$ cat src/rtl/wb_sched_pkg.sv
// Shared types and helpers for the write-booster drain scheduler.
// Threshold compares operate on zero-extended occupancy.
package wb_sched_pkg;

  typedef enum logic [1:0] {
    IDLE,
    FETCH,
    ISSUE
  } state_e;

  localparam int QUEUE_LENGTH_DEF = 4;
  localparam int CNT_W = $clog2(QUEUE_LENGTH_DEF) + 1;
  localparam int REG_W = 32;

  function automatic logic thr_ge(
    input logic [REG_W-1:0] cnt,
    input logic [REG_W-1:0] thr
  );
    return cnt >= thr;
  endfunction

  function automatic logic thr_le(
    input logic [REG_W-1:0] cnt,
    input logic [REG_W-1:0] thr
  );
    return cnt <= thr;
  endfunction

endpackage

$ cat src/rtl/wb_drain_scheduler_if.sv
// Downstream write-request channel.
// Valid/ready handshake with a registered payload.
interface wb_drain_scheduler_if #(
  parameter int DATA_SIZE = 8
);
  logic                 req_valid;
  logic                 req_ready;
  logic [DATA_SIZE-1:0] req_data;

  modport master (
    output req_valid,
    output req_data,
    input  req_ready
  );

  modport slave (
    input  req_valid,
    input  req_data,
    output req_ready
  );
endinterface

$ cat src/rtl/wb_drain_scheduler.sv
// Drains the write-booster queue to the write port with hysteresis
// and flush, sharing the single queue read port with hit lookups.
module wb_drain_scheduler
  import wb_sched_pkg::*;
#(
  parameter int DATA_SIZE     = 8,
  parameter int QUEUE_LENGTH  = 4,
  parameter int REGISTER_SIZE = REG_W
) (
  input  logic                          clock,
  input  logic                          reset,
  input  logic                          drain_enable,
  input  logic [REGISTER_SIZE-1:0]      high_threshold,
  input  logic [REGISTER_SIZE-1:0]      low_threshold,
  input  logic                          flush,
  output logic                          flush_done,
  input  logic [$clog2(QUEUE_LENGTH):0] q_count,
  input  logic                          q_empty,
  input  logic                          q_full,
  input  logic [DATA_SIZE-1:0]          q_value,
  output logic                          q_consumed,
  output logic                          q_hit,
  input  logic                          lookup_req,
  output logic                          lookup_gnt,
  wb_drain_scheduler_if.master          wr,
  output logic                          draining,
  output logic [REGISTER_SIZE-1:0]      drain_count
);

  state_e                     state_q, state_d;
  logic                       req_valid_q, req_valid_d;
  logic [DATA_SIZE-1:0]       req_data_q, req_data_d;
  logic                       draining_q, draining_d;
  logic                       pend_q, pend_d;
  logic                       done_q, done_d;
  logic [REGISTER_SIZE-1:0]   cnt_q, cnt_d;

  logic [REGISTER_SIZE-1:0]   occ;
  logic [REGISTER_SIZE-1:0]   occ_m1;
  logic                       set_c;
  logic                       clr_c;
  logic                       pend_any;
  logic                       idle_empty;
  logic                       hs;
  logic                       want;
  logic                       cont;

  assign occ    = REGISTER_SIZE'(q_count);
  assign occ_m1 = occ - REGISTER_SIZE'(1);

  assign set_c = ((high_threshold != '0) && thr_ge(occ, high_threshold))
               || q_full;
  assign clr_c = thr_le(occ, low_threshold);

  assign pend_any   = pend_q | flush;
  assign idle_empty = q_empty && (state_q == IDLE);

  assign hs = (state_q == ISSUE) && wr.req_ready;

  // Uses the flag as it will be after this edge so a stop
  // threshold reached by the last pop does not start one more drain.
  assign want = drain_enable && !q_empty
             && (draining_d || pend_q || q_full);

  assign cont = drain_enable
             && (occ > REGISTER_SIZE'(1))
             && !lookup_req
             && (pend_q || q_full || (occ_m1 > low_threshold));

  always_comb begin
    state_d     = state_q;
    req_valid_d = req_valid_q;
    req_data_d  = req_data_q;
    cnt_d       = cnt_q;
    draining_d  = set_c | (draining_q & ~clr_c);
    pend_d      = pend_any & ~idle_empty;
    done_d      = pend_any & idle_empty;
    unique case (state_q)
      IDLE: begin
        if (!(lookup_req && !q_full) && want) begin
          state_d = FETCH;
        end
      end
      FETCH: begin
        state_d     = ISSUE;
        req_valid_d = 1'b1;
        req_data_d  = q_value;
      end
      ISSUE: begin
        if (hs) begin
          req_valid_d = 1'b0;
          cnt_d       = cnt_q + REGISTER_SIZE'(1);
          state_d     = cont ? FETCH : IDLE;
        end
      end
      default: state_d = IDLE;
    endcase
  end

  always_ff @(posedge clock or posedge reset) begin
    if (reset) begin
      state_q     <= IDLE;
      req_valid_q <= 1'b0;
      req_data_q  <= '0;
      draining_q  <= 1'b0;
      pend_q      <= 1'b0;
      done_q      <= 1'b0;
      cnt_q       <= '0;
    end else begin
      state_q     <= state_d;
      req_valid_q <= req_valid_d;
      req_data_q  <= req_data_d;
      draining_q  <= draining_d;
      pend_q      <= pend_d;
      done_q      <= done_d;
      cnt_q       <= cnt_d;
    end
  end

  assign q_consumed   = hs;
  assign lookup_gnt   = lookup_req && (state_q != FETCH) && !reset;
  assign q_hit        = lookup_gnt;
  assign wr.req_valid = req_valid_q;
  assign wr.req_data  = req_data_q;
  assign draining     = draining_q;
  assign flush_done   = done_q;
  assign drain_count  = cnt_q;

endmodule

$ cat src/flat_wrapper.sv
// flat-port wrapper written by rule: the top's interface ports become plain ports
module wb_drain_scheduler_flat import wb_sched_pkg::*;
#(
  parameter int DATA_SIZE     = 8,
  parameter int QUEUE_LENGTH  = 4,
  parameter int REGISTER_SIZE = REG_W
)
  (clock, reset, drain_enable, high_threshold, low_threshold, flush, flush_done, q_count, q_empty, q_full, q_value, q_consumed, q_hit, lookup_req, lookup_gnt, draining, drain_count, wr_req_valid, wr_req_data, wr_req_ready);
  wb_drain_scheduler_if #(.DATA_SIZE(DATA_SIZE)) wr_i ();
  input  logic clock;
  input  logic reset;
  input  logic drain_enable;
  input  logic [REGISTER_SIZE-1:0] high_threshold;
  input  logic [REGISTER_SIZE-1:0] low_threshold;
  input  logic flush;
  output logic flush_done;
  input  logic [$clog2(QUEUE_LENGTH):0] q_count;
  input  logic q_empty;
  input  logic q_full;
  input  logic [DATA_SIZE-1:0] q_value;
  output logic q_consumed;
  output logic q_hit;
  input  logic lookup_req;
  output logic lookup_gnt;
  output logic draining;
  output logic [REGISTER_SIZE-1:0] drain_count;
  output wire logic [$bits(wr_i.req_valid)-1:0] wr_req_valid;
  output wire logic [$bits(wr_i.req_data)-1:0] wr_req_data;
  input wire logic [$bits(wr_i.req_ready)-1:0] wr_req_ready;
  assign wr_req_valid = wr_i.req_valid;
  assign wr_req_data = wr_i.req_data;
  assign wr_i.req_ready = wr_req_ready;
  wb_drain_scheduler #(.DATA_SIZE(DATA_SIZE), .QUEUE_LENGTH(QUEUE_LENGTH), .REGISTER_SIZE(REGISTER_SIZE)) u_core (.clock(clock), .reset(reset), .drain_enable(drain_enable), .high_threshold(high_threshold), .low_threshold(low_threshold), .flush(flush), .flush_done(flush_done), .q_count(q_count), .q_empty(q_empty), .q_full(q_full), .q_value(q_value), .q_consumed(q_consumed), .q_hit(q_hit), .lookup_req(lookup_req), .lookup_gnt(lookup_gnt), .wr(wr_i), .draining(draining), .drain_count(drain_count));
endmodule
$ cat config.mk
export PLATFORM = sky130hd
export DESIGN_NAME = wb_drain_scheduler_flat
export DESIGN_NICKNAME = d
export VERILOG_FILES = /design/src/rtl/wb_sched_pkg.sv /design/src/rtl/wb_drain_scheduler_if.sv /design/src/rtl/wb_drain_scheduler.sv /design/src/flat_wrapper.sv
export SDC_FILE = /design/constraint.sdc
export NUM_CORES = 1
export LEC_CHECK = 0
export ABC_AREA = 0
export CORE_UTILIZATION = 46
export CTS_CLUSTER_SIZE = 14
export DETAILED_ROUTE_END_ITERATION = 10
export PLACE_DENSITY = 0.86
export SETUP_SLACK_MARGIN = 0.05
export SYNTH_ARGS = -nofsm -noshare
export SYNTH_HDL_FRONTEND = slang
export SYNTH_SLANG_ARGS = --single-unit
export TNS_END_PERCENT = 30
$ cat constraint.sdc
create_clock -name clock -period 6.1 [get_ports clock]
set_clock_uncertainty 0.15 [all_clocks]
set_input_delay 1.525 -clock clock [delete_from_list [all_inputs] [get_ports clock]]
set_output_delay 1.525 -clock clock [all_outputs]
set_load 0.005 [all_outputs]
# After elaboration in Yosys (flattened, before gate mapping)
# Index checks and enable logic that the tools add are counted.
# word_totals
word_cells	59
out_inout_bits	46
ff_bits	46
input_bits	83
# op_classes
magnitude_cmp	4
n_reduce_logical	28
add_sub_neg	2
eq_ne	5
bitwise_logic	7
muxes	6
# ops
op	n
adder 32 x 1 -> 32 bit, second input constant	1
greater-or-equal comparator 3 x 32 -> 1 bit	1
> comparator 32 bit	1
less-or-equal comparator 3 x 32 -> 1 bit	1
nonzero test 32 bit	1
logical AND 1 bit	12
one-hot mux 2 bit (3 select lines)	1
AND reduction 2 bit	3
zero test 1 bit	5
logical OR 1 bit	5
two-way mux 2 bit	2
!= test 2 bit, second input constant	2
subtractor 3 x 1 -> 4 bit, second input constant	1
bitwise AND 1 bit	3
> comparator 3 x 1 -> 1 bit, second input constant	1
== test 2 x 1 -> 1 bit, second input constant	1
== test 2 bit, second input constant	1
zero test 2 bit	1
two-way mux 1 bit	2
!= test 2 x 1 -> 1 bit, second input constant	1
NOT 1 bit	2
bitwise OR 1 bit	2
one-hot mux 1 bit (2 select lines)	1
nonzero test 2 bit	1

# Depth between registers and ports, before layout
# Gate-level depths: netlist (run 1).
# depth
word_depth	10
depth_mapped	13
ltp_nobuf	10

# Worst setup path before layout (run 1)
# No wires, ideal clock.
# synth_timing
path_kind	input to output
from	input port lookup_req
to	output port q_hit
t_arrival_ns	1.991
required_time_ns	4.425
cell_stages	3
path_buffers	1
setup_slack_ns	2.434
cell_sequence	inv_1 nor3_1 buf_4
# synth_between
elab_chain_len	2
# synth_rtl
element	line	rtl
from (decl)	flat_wrapper.sv:23	input logic lookup_req;
logical AND 1 bit (2 in series)	wb_drain_scheduler.sv:121	assign lookup_gnt = lookup_req && (state_q != FETCH) && !reset;
to (decl)	flat_wrapper.sv:22	output logic q_hit;
# Every way passes these cells.

# Worst setup path after layout (run 1)
# layout_timing
from	input port wr_req_ready
to	output port q_consumed
# layout_between
elab_chain_len	1
# layout_rtl
element	line	rtl
from (decl)	flat_wrapper.sv:29	input wire logic [$bits(wr_i.req_ready)-1:0] wr_req_ready;
logical AND 1 bit	wb_drain_scheduler.sv:58	assign hs = (state_q == ISSUE) && wr.req_ready;
to (decl)	flat_wrapper.sv:21	output logic q_consumed;
# Every way passes these cells.

==> results.md, run 1 <==
- Status: finished clean
- # clock sinks: 46
- Final Power: 0.867 mW
- Clock power frac: 22.7%
- Register area share after synthesis: 38.0%
- Critical Path Source Type: input pin
- Cts-stage hold buffer count: 0
- P_leak: 1.94 nW
- CTS max path bufs: 2
- Die Y: 83.2 um
- Final slew viol count: 0
- Mapped Cells: 323
- Final setup viols: 0
- DR iter-0 viols: 71
- Largest net degree at the start of global routing: 47
- Fill cells: 489
- Cell area after layout: 4430 sq um
- Distinct cells, synth: 50
- Grt total ovfl: 0
- MaxCap Viol Count: 0
- Final min period: 4.58 ns
- Power Dens Cells: 196 nW/um^2
- Multi-input gate area: 1660 sq um
- Vias per inst: 5.38
- CP cell instances: clkdlybuf4s50_1 -> and3b_1 -> clkdlybuf4s50_1
- Fin nets: 558
- Worst min-delay path class: flip-flop to flip-flop
- Vias in the first global route: 2902
- Placed cell areas: 4340 sq um
- Post-synth top area share: 38.0%
- Data arrival, critical path: 2.91 ns
- Int Power: 0.630 mW
- Most frequent cells in the layout: 128 x clkdlybuf4s50_1, 46 x dfrtp_1, 36 x inv_1
- Netlist Area Pre-Place: 3030 sq um
- Drt pass-1 iters: 4
- PostCTS Resize Cnt: 0
- Routed Wire Length: 7.82 mm
- Initial antenna violation count: 0
- Most common cell after layout, fill and taps aside: clkdlybuf4s50_1
- CP Capture Type: output pin
- Final hold violation count: 0
- Synth Register Bits: 46
- Port Buffer Count: 128
- Unrepaired setup endpoints after global routing: false
- Routed vias: 2848
- Worst-path maximum fanout: 7
- Post-synth EDFFs: 0
- Worst r2r src: u_core.state_q[1]
- I/O Pins: 129
- Fmax: 218 MHz
- Register area: 1150 sq um
- Synth Net Count: 430
- Worst Path Required: 4.43 ns
- DIE AREA: 6920 sq um
- Global-route wire length before repair: 13.2 mm
- Warnings from Yosys: 0
- Switching portion of total power: 27.4%
- Post-DP HPWL: 6.24 mm
- Placer Congestion: 0.862
- Clk slew on worst S/H paths: 0.08 ns
- Antenna Nets Post-Route: 0
- Post-CTS setup buffers: 0
- Starting density of the core: 47.7%
- Avg Synthesized Cell Area: 9.38 sq um
- Clk Tree Root Cell: clkbuf_8
- Most frequent CP cell: clkdlybuf4s50_1
- Share of cells above drive strength 1: 5.31%
- Max incr delay on CP: 0.55 ns
- Period Utilization, post-route: 75.1%
- TritonCTS Buffers: 5
- Synth Flop Type: dfrtp_1
- Largest vdd supply drop: 285 uV
- Inserted Diodes: 0
- Clk Latency, worst-skew pair: 0.29 ns
- Worst setup path class: input pin to output pin
- Yosys top cell by area: dfrtp_1
- Top cells by area, synth: dfrtp_1 38%, ha_1 9.9%, xnor2_1 6.1%, inv_1 4.6%, mux2_2 3.3%
- Logic pwr share: 32.4%
- DRC: 0
- Layout area overhead: 46.2%
- CP max stage cell: clkdlybuf4s50_1
- Worst-Margin Slew: 0.926 ns
- Tot GR Track Use: 23.3%
- Core Area: 6350 sq um
- Wire per inst: 14.8 um
- Hold Crit Start: u_core.drain_count[31]
- Chip Width: 83.2 um
- Setup TNS: 0 ns
- Sw power: 0.237 mW
- Part of the power in registers: 44.9%
- H-tree depth: 2
- Finished Core Util: 69.8%
- CTS tree: built
- Max transition margin: 38.2%
- Asr flop ratio synth: 100%
- Setup crit start: wr_req_ready
- FP Rows: 29
## critical path: cells and delay by family
family / cells / cell delay, ns
buffers and inverters: 2 / 1.05
AND/OR/NAND/NOR: 1 / 0.33
## stage by stage
stage	hold WS, ns	setup WS, ns	cells
after floorplan	0.309	2.43	323
after global placement	0.323	1.56	521
after detailed placement	0.318	1.53	521
after CTS	0.334	1.51	529
after global routing	0.360	1.44	529
final	0.328	1.52	529
## Yosys cell counts, drive strengths merged, types with 3 or more instances
master,count
inv,38
nor2,18
nand2,17
nor2b,9
and4,3
and2,3
and3,7
dfrtp,46
a21oi,10
o21ai,17
ha,24
nor3,9
nor4,12
nand3,16
mux2,9
or3,6
o2111ai,4
buf,7
xnor2,21
xor2,11
nand4,8
## power by group through the flow
| stage | Combinational (mW) | Clock [mW] | Sequential [mW] |
|---|---|---|---|
| 3_3_place_gp | 0.275 | 0 | 0.394 |
| 6_report | 0.281 | 0.197 | 0.390 |
| 3_5_place_dp | 0.280 | 0 | 0.395 |
| 5_1_grt | 0.306 | 0.216 | 0.398 |
| 2_1_floorplan | 0.104 | 0 | 0.394 |
| 4_1_cts | 0.283 | 0.205 | 0.390 |
## layer usage
metal / GRT usage (%) / routed length (um)
met3: 4.67 / 379
met1: 28.3 / 3360
met2: 40.2 / 3860
met5: 0 / 0
met4: 10.0 / 225
## layout make-up
class / count / share of cell area, %
clock buffers: 7 / 1.95
flip-flops and latches: 46 / 26.0
clock inverters: 1 / 0.198
multi-input cells: 232 / 37.4
inverters: 38 / 3.33
repair buffers: 128 / 28.9
well taps: 77 / 2.17
## worst paths after layout
kind | cells past startpoint | to | slack, ns
setup / recovery | 3 | q_consumed | 1.52
hold / removal | 1 | u_core.drain_count[31] | 0.33
setup reg to reg | 7 | u_core.drain_count[29] | 3.69
hold reg to reg | 1 | u_core.drain_count[31] | 0.33
max in group asynchronous | 2 | u_core.drain_count[2] | 3.60
min in group asynchronous | 2 | u_core.wr.req_data[3] | 1.63
## registers in the layout (all words and copies together) (netlist names)
signal / flops
u_core.drain_count: 32
u_core.draining: 1
u_core.flush_done: 1
u_core.pend_q: 1
u_core.state_q: 2
u_core.wr.req_data: 8
u_core.wr.req_valid: 1
## cells by family after synthesis
family / count (synthesis) / share of synthesized area, %
simple gates: 117 / 21.4
compound gates: 50 / 10.8
flops: 46 / 38.0
buf+inv: 45 / 7.27
xor+xnor: 32 / 9.25
fa+ha+maj: 24 / 9.91
mux: 9 / 3.34
Note: power is estimated with default switching activity, not from simulation.
==> inputs of run 2 (changes only) <==
- CORE_UTILIZATION: 46 -> 43
- PLACE_DENSITY: 0.86 -> 0.81
- clock period: 6.1 -> 4.3 ns (I/O delays scaled with it)
==> run 2 against run 1 <==
Effect of this change: via count down 1.9%; register-to-register slack worse by 1.8 ns; routed wire length up 1.0%; count of clock-buffer cells in the layout down 2; global-route usage down 2.0 points; first-iteration DRC count up 32%; setup slack worse by 1.1 ns; sequential share of layout area down 0.088 points; final cell count up 3.6%; critical endpoint is now u_core.state_q[0]; largest power group unchanged.
==> results.md, run 2 (synthesis results as in run 1) <==
- Status: finished clean
- CP Capture Type: flip-flop
- Setup TNS: 0 ns (unchanged)
- Core Area: 6790 sq um (+7.0%)
- I/O Pins: 129 (unchanged)
- Worst min-delay path class: flip-flop to flip-flop
- Die Y: 86.0 um (+3.3%)
- CP cell instances: clkdlybuf4s50_1 -> or3_1 -> inv_6 -> ha_1 -> nor2b_1 -> o21ai_0 -> a31o_2 -> a221oi_1 -> o221ai_1 -> a211oi_1 -> o22ai_1
- Fin nets: 559 (+0.18%)
- Worst Path Required: 4.31 ns (-0.12 ns)
- Clk Tree Root Cell: clkbuf_8
- Vias per inst: 5.10 (-5.3%)
- CP max stage cell: clkdlybuf4s50_1
- Worst setup path class: input pin to flip-flop
- Antenna Nets Post-Route: 0 (unchanged)
- Data arrival, critical path: 3.94 ns (+1.03 ns)
- Routed vias: 2793 (-1.9%)
- Max transition margin: 38.3% (+0.051 points)
- Hold Path Cell Cnt: 1 (unchanged)
- Tot GR Track Use: 21.3% (-2.0 points)
- Wire per inst: 14.4 um (-2.5%)
- DR iter-0 viols: 94 (+32%)
- Worst Reg-to-Reg Cells: 7 (unchanged)
- Grt total ovfl: 0 (unchanged)
- Final hold violation count: 0 (unchanged)
- DIE AREA: 7390 sq um (+6.8%)
- Clk Latency, worst-skew pair: 0.29 ns (about the same)
- Critical path's top delay family: compound AO/OA/AOI/OAI gates
- Clk slew on worst S/H paths: 0.08 ns (about the same)
- Cell area after layout: 4450 sq um (+0.34%)
- Final Power: 1.20 mW (+38%)
- DRC: 0 (unchanged)
- Unrepaired setup endpoints after global routing: false
- Placer Congestion: 0.799 (-7.3%)
- FP Rows: 30 (+3.4%)
- Critical path buffers and inverters: 2 (unchanged)
- Worst-Margin Slew: 0.925 ns (-0.000767 ns)
- Critical Path Source Type: input pin
- Worst-path maximum fanout: 27 (+20)
- Initial antenna violation count: 0 (unchanged)
- Power Dens Cells: 270 nW/um^2 (+38%)
- Max reg flops: 32 (unchanged)
- Finished Core Util: 65.4% (-4.3 points)
- CTS tree: built
- Routed Wire Length: 7.90 mm (+1.0%)
- Largest net degree at the start of global routing: 47 (unchanged)
- CTS max path bufs: 2 (unchanged)
- Fmax: 255 MHz
- Drt pass-1 iters: 4 (unchanged)
- TritonCTS Buffers: 5 (unchanged)
- R2R Setup Slk: 1.88 ns (-1.81 ns)
- Inserted Diodes: 0 (unchanged)
- Placed cell areas: 4370 sq um (+0.72%)
- H-tree depth: 2 (unchanged)
- Starting density of the core: 44.6% (-3.1 points)
- Port Buffer Count: 128 (unchanged)
- Most frequent cells in the layout: 128 x clkdlybuf4s50_1, 46 x dfrtp_1, 36 x inv_1
- Vias in the first global route: 2819 (-2.9%)
- Layout area overhead: 46.7%
- Share of cells above drive strength 1: 5.53% (+0.22 points)
- Final slew viol count: 0 (unchanged)
- Period Utilization, post-route: 91.4%
- Post-DP HPWL: 6.30 mm (+1.0%)
- # clock sinks: 46 (unchanged)
- PostCTS Resize Cnt: 0 (unchanged)
- Max incr delay on CP: 0.58 ns (+0.03 ns)
- Largest vdd supply drop: 321 uV (+12%)
- Final min period: 3.93 ns
- Levels on crit path: 11 (+8)
- P_leak: 1.94 nW (about the same)
- Post-CTS setup buffers: 0 (unchanged)
- Most common cell after layout, fill and taps aside: clkdlybuf4s50_1
- Fill cells: 562 (+15%)
- MaxCap Viol Count: 0 (unchanged)
- Final setup viols: 0 (unchanged)
- Cts-stage hold buffer count: 0 (unchanged)
- Global-route wire length before repair: 12.7 mm (-3.8%)
- Chip Width: 86.0 um (+3.3%)
run 2: changes by cell type in the layout (fill, tap and decap cells not counted):
cell      before  now
buf_4          0    1
clkbuf_1       1    0
clkbuf_8       6    5
clkinv_2       0    2
inv_6          2    1
run 2: where the power goes:
part           total, mW  switching [mW]  internal (mW)  leakage (nW)
clock network      0.246           0.137          0.109        0.0438
logic              0.402           0.141          0.261          1.30
registers          0.552          0.0502          0.502         0.595
total               1.20           0.328          0.872          1.94
run 2: path summary, 6_finish.rpt:
path	startpoint	to
max in group asynchronous	reset	u_core.draining
worst max-delay path	q_count[2]	u_core.state_q[0]
worst max register to register	u_core.state_q[0]	u_core.drain_count[28]
worst min-delay path	u_core.drain_count[31]	u_core.drain_count[31]
min in group asynchronous	reset	u_core.wr.req_data[5]
worst min register to register	u_core.drain_count[31]	u_core.drain_count[31]
run 2: per-layer routing:
layer  wire (um)  up-vias  GRT usage (%)  part of all wire [%]
li1            -     1400              -                     -
met1        3440     1300           26.1                    44
met2        3850       79           37.3                    49
met3         483       14           5.10                   6.1
met4         123        0           6.21                   1.6
met5           0        -              0                     0
run 2: layout make-up:
type                    count  area (sq um)  area share (%)
repair buffers            129          1290            29.0
clock buffers               5          68.8            1.55
well taps                  96           120            2.70
flip-flops and latches     46          1150            25.9
multi-input cells         232          1660            37.3
inverters                  38           148            3.32
clock inverters             2          10.0           0.225
run 2: through the flow:
stage / hold slack, ns / cells / worst slack (ns)
after floorplan: 0.309 / 323 / 1.11
after global placement: 0.309 / 541 / 0.332
after detailed placement: 0.311 / 541 / 0.158
after CTS: 0.327 / 548 / 0.460
after global routing: 0.343 / 548 / 0.236
final: 0.322 / 548 / 0.371
run 2: worst reg2reg max path, stage by stage, from the launching register on:
cell and delay (ns):
dfrtp_1 0.43, and3b_1 0.39, and4_1 0.38, nand3_1 0.18, nor3_2 0.28, nand4_1 0.22
nor2_1 0.18, xor2_1 0.15
==> inputs of run 3 (changes only) <==
--- a/config.mk
+++ b/config.mk
@@ -8,6 +8,7 @@
 export ABC_AREA = 0
-export CORE_UTILIZATION = 43
+export CORE_MARGIN = 8
+export CORE_UTILIZATION = 35
 export CTS_CLUSTER_SIZE = 14
 export DETAILED_ROUTE_END_ITERATION = 10
-export PLACE_DENSITY = 0.81
+export PLACE_DENSITY = 0.68
 export SETUP_SLACK_MARGIN = 0.05
--- a/constraint.sdc
+++ b/constraint.sdc
@@ -4,2 +4,2 @@
 set_output_delay 1.075 -clock clock [all_outputs]
-set_load 0.005 [all_outputs]
+set_load 0.05 [all_outputs]
==> run 3 against run 2 <==
Effect of this change: final area rose by 0.42%; setup slack got worse by 0.023 ns; combinational power rose by 59%; critical endpoint is now q_hit; critical path depth fell by 7; worst hold slack improved by 0.025 ns; via count rose by 2.7%.
==> results.md, run 3 (synthesis results as in run 1) <==
- Final Power: 1.46 mW (+22%)
- Setup crit start: lookup_req
- Worst Path Required: 3.07 ns (-1.24 ns)
- Wire per inst: 16.4 um (+14%)
- I/O Pins: 129 (unchanged)
- Most frequent cells in the layout: 126 x clkdlybuf4s50_1, 46 x dfrtp_1, 36 x inv_1
- DR iter-0 viols: 107 (+14%)
- Worst r2r src: u_core.state_q[0]
- Post-CTS setup buffers: 0 (unchanged)
- Grt total ovfl: 0 (unchanged)
- Period Utilization, post-route: 91.9% (+0.54 points)
- Drt pass-1 iters: 4 (unchanged)
- Most frequent CP cell: clkdlybuf4s50_1
- Antenna Nets Post-Route: 0 (unchanged)
- P_leak: 1.95 nW (+0.41%)
- Hold Path Cell Cnt: 1 (unchanged)
- Worst setup path class: input pin to output pin
- Clk Latency, worst-skew pair: 0.30 ns (about the same)
- R2R Setup Slk: 1.88 ns (about the same)
- Placer Congestion: 0.849 (+6.3%)
- Power Dens Cells: 327 nW/um^2 (+21%)
- Largest net degree at the start of global routing: 47 (unchanged)
- Final min period: 3.95 ns (+0.0233 ns)
- Fmax: 253 MHz (-0.59%)
- Status: finished clean
- DIE AREA: 11900 sq um (+61%)
- Global-route wire length before repair: 14.7 mm (+16%)
- PostCTS Resize Cnt: 0 (unchanged)
- Worst min-delay path class: flip-flop to flip-flop
- Final hold violation count: 0 (unchanged)
- Final setup viols: 0 (unchanged)
- Port Buffer Count: 128 (unchanged)
- Core Area: 8550 sq um (+26%)
- Fill cells: 803 (+43%)
- Clk Tree Root Cell: clkbuf_8
- CP cell instances: clkdlybuf4s50_1 -> inv_1 -> nor3_1 -> clkdlybuf4s50_1
- Tot GR Track Use: 15.4% (-5.9 points)
- Initial antenna violation count: 0 (unchanged)
- DRC: 0 (unchanged)
- Worst-path maximum fanout: 3 (-89%)
- FF-to-FF End: u_core.drain_count[28]
- # clock sinks: 46 (unchanged)
- WHS Endpoint: u_core.drain_count[23]
- Largest vdd supply drop: 401 uV (+25%)
- Max incr delay on CP: 0.86 ns (+0.28 ns)
- Data arrival, critical path: 2.73 ns (-1.21 ns)
- TritonCTS Buffers: 5 (unchanged)
- Hold Crit Start: u_core.drain_count[23]
- Starting density of the core: 35.4% (-9.2 points)
- Die Y: 109 um (+27%)
- Critical Path Source Type: input pin
- Max reg flops: 32 (unchanged)
- Fin nets: 559 (unchanged)
- Worst Reg-to-Reg Cells: 7 (unchanged)
- MaxCap Viol Count: 0 (unchanged)
- Critical path buffers and inverters: 3 (+1)
- Post-DP HPWL: 7.53 mm (+20%)
- Chip Width: 109 um (+27%)
- Share of cells above drive strength 1: 6.18% (+0.65 points)
- Critical path's top delay family: buffers and inverters
- Unrepaired setup endpoints after global routing: false
- H-tree depth: 2 (unchanged)
- Worst-Margin Slew: 0.954 ns (+0.0296 ns)
- Cts-stage hold buffer count: 0 (unchanged)
- Vias in the first global route: 3004 (+6.6%)
- Inserted Diodes: 0 (unchanged)
- FP Rows: 34 (+13%)
- Vias per inst: 5.11 (+0.31%)
- CP Capture Type: output pin
- Most common cell after layout, fill and taps aside: clkdlybuf4s50_1
- Routed Wire Length: 9.18 mm (+16%)
- CP max stage cell: clkdlybuf4s50_1
- CTS tree: built
- Routed vias: 2868 (+2.7%)
- Clk slew on worst S/H paths: 0.09 ns (about the same)
- Layout area overhead: 47.3%
- Setup TNS: 0 ns (unchanged)
- Max transition margin: 36.3% (-2.0 points)
- CTS max path bufs: 2 (unchanged)
- Final slew viol count: 0 (unchanged)
[run 3: cell types whose count changed in the layout (fill, tap and decap cells not counted), sizes merged]
cell,previous run,this run
buf,1,3
clkdlybuf4s50,128,126
inv,38,39
[run 3: area by class of cell]
| class | instances | area [sq um] | share of cell area [%] |
|---|---|---|---|
| timing repair buffer | 129 | 1280 | 28.8 |
| clock buffer | 5 | 68.8 | 1.54 |
| multi-input combinational | 232 | 1660 | 37.2 |
| tap | 108 | 135 | 3.03 |
| sequential | 46 | 1150 | 25.8 |
| clock inverter | 3 | 18.8 | 0.420 |
| inverter | 38 | 148 | 3.31 |
[run 3: per-stage QoR]
step                utilization, %  area, sq um  hold WS, ns  instances  setup slack (ns)
finish                        52.2         4460        0.347        561             0.348
global route                  52.2         4460        0.359        561             0.305
CTS                           52.2         4460        0.349        561             0.347
detailed placement            51.2         4380        0.333        553             0.203
global placement              51.2         4380        0.313        553             0.267
floorplan                        -         3030        0.309        323             0.440
[run 3: worst max path at each step]
stage                              endpoint  depth (start not counted)
final                                 q_hit                          4
after global routing                  q_hit                          4
after CTS                             q_hit                          4
after detailed placement  u_core.state_q[0]                         11
after global placement    u_core.state_q[0]                          9
after floorplan                       q_hit                          3
[run 3: metal layers]
| layer | GRT usage, % | routed length (um) |
|---|---|---|
| met4 | 5.77 | 229 |
| met5 | 0 | 0 |
| met1 | 16.7 | 3710 |
| met3 | 4.49 | 652 |
| met2 | 27.6 | 4590 |
[run 3: worst register-to-register path, stage by stage (launching register included)]
cell and delay [ns]:
dfrtp_1 0.43, and3b_1 0.39, and4_1 0.38, nand3_1 0.20
nor3_2 0.27, nand4_1 0.21, nor2_1 0.17, xor2_1 0.14
[run 3: where the power goes]
part           switching [mW]  total [mW]  internal, mW
combinational           0.380       0.641         0.261
clock                   0.150       0.264         0.115
sequential             0.0535       0.555         0.501
